===== config.mk =====
export PLATFORM = sky130hd
export DESIGN_NAME = data_mem_mmio
export DESIGN_NICKNAME = d
export VERILOG_FILES = /design/src/rtl/data_mem_mmio.sv
export SDC_FILE = /design/constraint.sdc
export NUM_CORES = 2
export LEC_CHECK = 0
export CORE_MARGIN = 4
export CORE_UTILIZATION = 50
export CTS_CLUSTER_DIAMETER = 80
export DETAILED_ROUTE_END_ITERATION = 8
export PLACE_DENSITY = 0.68
export SKIP_CTS_REPAIR_TIMING = 1
export SYNTH_ARGS = -nofsm -noshare
export SYNTH_HDL_FRONTEND = slang
export SYNTH_SLANG_ARGS = --single-unit

===== constraint.sdc =====
create_clock -name clk -period 2.8 [get_ports clk]
set_input_delay 0.28 -clock clk [delete_from_list [all_inputs] [get_ports clk]]
set_output_delay 0.28 -clock clk [all_outputs]
set_load 0.03 [all_outputs]

===== src/rtl/data_mem_mmio.sv =====
// data_mem_mmio: data-side memory for the cpu data port.
// Word RAM plus UART TX FIFO/serializer, LED register and cycle counter.
module data_mem_mmio #(
  parameter int CLKS_PER_BIT = 16,
  parameter int FIFO_DEPTH   = 4,
  parameter int RAM_WORDS    = 60
) (
  input  logic        clk,
  input  logic        rst_n,
  input  logic [7:0]  mem_read_address,
  input  logic [7:0]  mem_write_address,
  input  logic [31:0] mem_write_data,
  input  logic        mem_write_enable,
  output logic [31:0] mem_read_data,
  output logic        uart_tx,
  output logic [7:0]  led
);
  localparam int CW = $clog2(CLKS_PER_BIT);
  localparam logic [CW-1:0] CNT_MAX = CW'(CLKS_PER_BIT - 1);
  localparam logic [3:0] DEPTH   = 4'(FIFO_DEPTH);
  localparam logic [3:0] PTR_MAX = 4'(FIFO_DEPTH - 1);
  localparam logic [5:0] RAM_TOP = 6'(RAM_WORDS);
  localparam logic [5:0] W_TXDATA = 6'd60;
  localparam logic [5:0] W_STATUS = 6'd61;
  localparam logic [5:0] W_LED    = 6'd62;
  localparam logic [5:0] W_CYCLES = 6'd63;

  typedef enum logic [1:0] {IDLE, START, DATA, STOP} state_e;

  logic [31:0] ram [RAM_WORDS];
  logic [7:0]  fifo_mem [FIFO_DEPTH];

  logic [5:0] rd_word, wr_word;
  logic       we_ram, we_tx, we_stat, we_led;
  logic       unused_addr_lsbs;

  assign rd_word = mem_read_address[7:2];
  assign wr_word = mem_write_address[7:2];
  assign unused_addr_lsbs = ^{mem_read_address[1:0],
                              mem_write_address[1:0]};

  assign we_ram  = mem_write_enable && (wr_word < RAM_TOP);
  assign we_tx   = mem_write_enable && (wr_word == W_TXDATA);
  assign we_stat = mem_write_enable && (wr_word == W_STATUS);
  assign we_led  = mem_write_enable && (wr_word == W_LED);

  state_e        state_q, state_d;
  logic [CW-1:0] clk_cnt_q, clk_cnt_d;
  logic [2:0]    bit_idx_q, bit_idx_d;
  logic [7:0]    shift_q, shift_d;
  logic          tx_q, tx_d;
  logic [3:0]    rd_ptr_q, rd_ptr_d;
  logic [3:0]    wr_ptr_q, wr_ptr_d;
  logic [3:0]    count_q, count_d;
  logic          ovf_q, ovf_d;
  logic [7:0]    led_q, led_d;
  logic [31:0]   cyc_q, cyc_d;

  logic pop, push_ok, busy, full, empty;

  assign busy    = (state_q != IDLE);
  assign full    = (count_q == DEPTH);
  assign empty   = (count_q == 4'd0);
  assign pop     = (state_q == IDLE) && !empty;
  // A full FIFO still takes a byte when the serializer drains one this edge.
  assign push_ok = we_tx && (!full || pop);

  always_comb begin
    rd_ptr_d = rd_ptr_q;
    wr_ptr_d = wr_ptr_q;
    count_d  = count_q;
    ovf_d    = ovf_q;
    if (pop)
      rd_ptr_d = (rd_ptr_q == PTR_MAX) ? 4'd0 : rd_ptr_q + 4'd1;
    if (push_ok)
      wr_ptr_d = (wr_ptr_q == PTR_MAX) ? 4'd0 : wr_ptr_q + 4'd1;
    if (push_ok && !pop)
      count_d = count_q + 4'd1;
    else if (pop && !push_ok)
      count_d = count_q - 4'd1;
    if (we_stat && mem_write_data[7])
      ovf_d = 1'b0;
    if (we_tx && !push_ok)
      ovf_d = 1'b1;
  end

  always_comb begin
    state_d   = state_q;
    clk_cnt_d = clk_cnt_q;
    bit_idx_d = bit_idx_q;
    shift_d   = shift_q;
    tx_d      = tx_q;
    unique case (state_q)
      IDLE: begin
        tx_d = 1'b1;
        if (pop) begin
          shift_d   = fifo_mem[rd_ptr_q];
          clk_cnt_d = '0;
          state_d   = START;
          tx_d      = 1'b0;
        end
      end
      START: begin
        if (clk_cnt_q == CNT_MAX) begin
          clk_cnt_d = '0;
          bit_idx_d = 3'd0;
          state_d   = DATA;
          tx_d      = shift_q[0];
        end else begin
          clk_cnt_d = clk_cnt_q + CW'(1);
        end
      end
      DATA: begin
        if (clk_cnt_q == CNT_MAX) begin
          clk_cnt_d = '0;
          if (bit_idx_q == 3'd7) begin
            state_d = STOP;
            tx_d    = 1'b1;
          end else begin
            bit_idx_d = bit_idx_q + 3'd1;
            shift_d   = shift_q >> 1;
            tx_d      = shift_q[1];
          end
        end else begin
          clk_cnt_d = clk_cnt_q + CW'(1);
        end
      end
      STOP: begin
        if (clk_cnt_q == CNT_MAX) begin
          state_d = IDLE;
          tx_d    = 1'b1;
        end else begin
          clk_cnt_d = clk_cnt_q + CW'(1);
        end
      end
      default: state_d = IDLE;
    endcase
  end

  always_comb begin
    led_d = we_led ? mem_write_data[7:0] : led_q;
    cyc_d = cyc_q + 32'd1;
  end

  always_ff @(posedge clk) begin
    if (!rst_n) begin
      state_q   <= IDLE;
      clk_cnt_q <= '0;
      bit_idx_q <= 3'd0;
      shift_q   <= 8'd0;
      tx_q      <= 1'b1;
      rd_ptr_q  <= 4'd0;
      wr_ptr_q  <= 4'd0;
      count_q   <= 4'd0;
      ovf_q     <= 1'b0;
      led_q     <= 8'd0;
      cyc_q     <= 32'd0;
    end else begin
      state_q   <= state_d;
      clk_cnt_q <= clk_cnt_d;
      bit_idx_q <= bit_idx_d;
      shift_q   <= shift_d;
      tx_q      <= tx_d;
      rd_ptr_q  <= rd_ptr_d;
      wr_ptr_q  <= wr_ptr_d;
      count_q   <= count_d;
      ovf_q     <= ovf_d;
      led_q     <= led_d;
      cyc_q     <= cyc_d;
    end
  end

  // Storage arrays carry no reset; RAM contents survive rst_n.
  always_ff @(posedge clk) begin
    if (we_ram)
      ram[wr_word] <= mem_write_data;
    if (push_ok && rst_n)
      fifo_mem[wr_ptr_q] <= mem_write_data[7:0];
  end

  always_comb begin
    mem_read_data = '0;
    unique case (1'b1)
      (rd_word < RAM_TOP):    mem_read_data = ram[rd_word];
      (rd_word == W_STATUS):  mem_read_data = {24'd0, ovf_q, busy,
                                               full, empty, count_q};
      (rd_word == W_LED):     mem_read_data = {24'd0, led_q};
      (rd_word == W_CYCLES):  mem_read_data = cyc_q;
      default:                mem_read_data = '0;
    endcase
  end

  assign uart_tx = tx_q;
  assign led     = led_q;
endmodule

==> results by group <==
Route
  • Vias per inst: approximately 6.5
  • DR pass1 iterations: 6
  • DRT Wirelength: 227 mm
  • Residual DRC: 0
  • Drt initial violations: around 5,900
  • Routed Antenna Nets: 0
  • Vias post-DR: 42,800
  • WL per Instance: 34.3 um

Cells and area
  • Finished Cell Area: 0.0943 mm2
  • Layout area overhead: 19.7%
  • Layout Nets: 4,449
  • Final Util: approximately 60%
  • Share of cells above drive strength 1: 33.8%

Yosys
  • Gate Count Post-Synth: 3,752
  • FF+latch count, synth: 2,025
  • Primary FF master, synth: edfxtp_1
  • Synth area leaders: edfxtp_1, mux4_2, mux2i_1
  • Mean Syn Cell Area: approximately 21 um2
  • Post-synth EDFFs: 1,952
  • Leading area contributor after synthesis: edfxtp_1
  • Most common cell in the netlist: edfxtp_1
  • Synth Warn #: 0
  • FFs w/ async S/R, synth: 0%
  • Distinct cells, synth: 68
  • Syn_nets: approximately 3,800
  • Cell Area, Synth: 0.0788 mm2
  • Top cell type's share of synthesized area: 74.4%
  • Sequential area share after synthesis: 76.2%
  • Most instantiated cells after synthesis: edfxtp_1, mux4_2, nand2_1

Floorplanning
  • Width of the chip: 405 um
  • Die H: 405 um
  • Total core area: 0.156 mm2
  • Boundary Pins: 92
  • Initial core utilization: 50.4%
  • Rows: 145
  • Die area: 0.164 mm2

Power
  • Int Power: 50,100 uW
  • Reg power frac: around 52%
  • Switching part of the total: 22.5%
  • Clk network pwr share: 39.6%
  • Worst VDD drop: a little over 0.0007 V
  • P_sw: between 10,000 and 15,000 uW
  • PD cells: around 700 mW/mm2
  • Lkg Pwr: 0.0307 uW
  • Logic gate share of total power: 8.3%

Setup path
  • Largest delay share family, worst path: multiplexers
  • Slowest stage delay, CP: 0.53 ns
  • Worst EP arrival: 3.26 ns
  • WP data required: about 2.5 ns
  • Cell mode on critical path: mux4_2
  • Critical path type: flop to primary output
  • CP Cell Sequence: mux4_2 > mux4_2 > o211ai_1 > buf_4 > nand4_1 > buf_6
  • Worst Setup End Kind: primary output
  • Flop2flop setup slack: about 0.14 ns
  • Startpoint Class: flop
  • Worst r2r src: count_q[3]
  • CP max FO: 1
  • CP max-delay cell: mux4_2
  • Worst Reg-to-Reg Cells: 11
  • Bufs and invs on worst path: 2
  • R2r endpoint: count_q[3]

Place
  • Routability Congestion: between 0.8 and 0.9
  • Placed Instance Area: 0.0872 mm2
  • Pre-CTS setup slack: -0.492 ns
  • Placed wire-length estimate: between 100 and 150 mm
  • Input/output buffers: 87

Run status
  • Status: complete, but fails checks
  • Failing checks: setup timing

Clock network
  • Total CTS buffers: 198
  • Clock tree buffer depth: 3
  • Root Driver: clkbuf_16
  • Htree depth: 4
  • Clock latency on the worst-skew pair: roughly 0.82 ns
  • Clk sinks: 2,025
  • Clock tree from TritonCTS: yes
  • Clock-pin slew on the worst setup and hold paths: about 0.060 ns

Hold path
  • Hold path cells: 3
  • Worst min path class: input port to flop
  • Hold Crit Start: mem_write_data[3]
  • Hold EP: led[3]

Timing
  • Slew Limit Headroom: 18.8%
  • Worst-Margin Slew: between 1 and 1.5 ns
  • RSZ-0062 raised after global routing: yes
  • Fmax: around 0.28 GHz
  • Post-route minimum period: 3.54 ns
  • Final hold vios: 0
  • # setup viols final: 32
  • Worst Skew: slightly above 0.01 ns
  • Period utilization: 126%
  • Max-slew violation count: 0
  • Fin worst setup slack: -0.742 ns

GRT
  • Antenna violations before repair: 4
  • Overflow left after global routing: 0
  • GRT Resource Usage Total: 27.7%
  • First-pass GRT wire length: 317 mm
  • Vias in the first global route: 41,900
  • Largest net degree at the start of global routing: 66

Job
  • Maxcap violations: 0
[layer usage]
metal | vias to the layer above | GRT usage (%) | share of wire (%)
met1 | 22700 | 39.6 | 38
met4 | 2 | 8.21 | 3.1
li1 | 16900 | - | -
met2 | 2835 | 42.8 | 47
met5 | - | 0 | 0.0031
met3 | 395 | 6.79 | 12
[per-stage QoR]
stage | total power (uW) | hold WS, ns | TNS [ns] | cells
floorplan | 36900 | 0.379 | -10.50 | 3752
global placement | 39300 | 0.446 | -10.42 | 6241
detailed placement | 39400 | 0.468 | -8.05 | 6242
CTS | 64700 | -0.235 | -16.66 | 6603
global route | 66600 | 0.0130 | -12.12 | 6600
finish | 64600 | 0.0271 | -9.42 | 6602
[state kept, by name, summed over array words and instances (netlist names), named ones only]
signal and flops:
wr_ptr_q 4, bit_idx_q 3, state_q 2, uart_tx 1, cyc_q 32, led 8
shift_q 8, rd_ptr_q 4, fifo_mem 32, ovf_q 1, count_q 4, ram 1920
clk_cnt_q 4
[tightest hold or removal path: cells and delay by family]
kind | cells | cell delay [ns]
buffers and inverters | 1 | 0.30
AOI/OAI and AO/OA | 1 | 0.07
and+or+nand+nor | 1 | 0.12
[cell usage in the layout, fill, tap and decap left out, types with 40 or more instances in the layout]
cell	netlist	routed
o21ai_0	49	40
nand2_1	156	153
buf_12	0	136
nor2_1	129	61
nor2_4	0	63
edfxtp_1	1952	1952
a21oi_1	62	47
buf_4	53	409
dfxtp_1	73	73
clkbuf_1	58	50
mux4_2	476	476
mux2i_1	151	140
clkinv_1	0	56
clkbuf_16	0	205
a22oi_1	58	52
[area by class of cell]
cell class | count | area (um2)
fillers | 10800 | 62000
flip-flops and latches | 2025 | 60100
multi-input cells | 1511 | 18700
repair buffers | 633 | 6660
clock buffers | 250 | 5190
well taps | 2058 | 2570
clock inverters | 111 | 1030
inverters | 12 | 48.8
diodes | 2 | 5.00
[power groups by stage]
stage	sequential (uW)	clock, uW	combinational [uW]
after floorplan	34300	0	2620
after global placement	34300	0	4980
after CTS	33700	25900	5070
after global routing	33700	27200	5630
after detailed placement	34300	0	5050
final	33700	25600	5330
[cell families (layout without fill, tap and decap cells)]
group                      count (synthesis)  in the layout  synth area share [%]
muxes                                    636            636                  15.7
xor gates and xnor gates                  30             30                 0.333
other                                      0              2                     0
adders and majority gates                 17             17                 0.279
and+or+nand+nor                          483            483                  2.89
AOI/OAI and AO/OA                        345            345                  3.01
DFF                                     2025           2025                  76.2
buffers and inverters                    216           1006                  1.60
[worst max path at each step]
| stage | startpoint | slack (ns) | endpoint | cells after the start |
|---|---|---|---|---|
| 3_5_place_dp | mem_read_address[2] | -0.49 | mem_read_data[7] | 7 |
| 4_1_cts | ram[42][7] | -1.02 | mem_read_data[7] | 5 |
| 5_1_grt | ram[23][21] | -0.79 | mem_read_data[21] | 6 |
| 6_report | ram[19][21] | -0.74 | mem_read_data[21] | 6 |
| 2_1_floorplan | mem_write_address[2] | -0.05 | ram[18][0] | 4 |
| 3_3_place_gp | mem_read_address[4] | -0.89 | mem_read_data[0] | 9 |
Note: power is estimated with default switching activity, not from simulation.
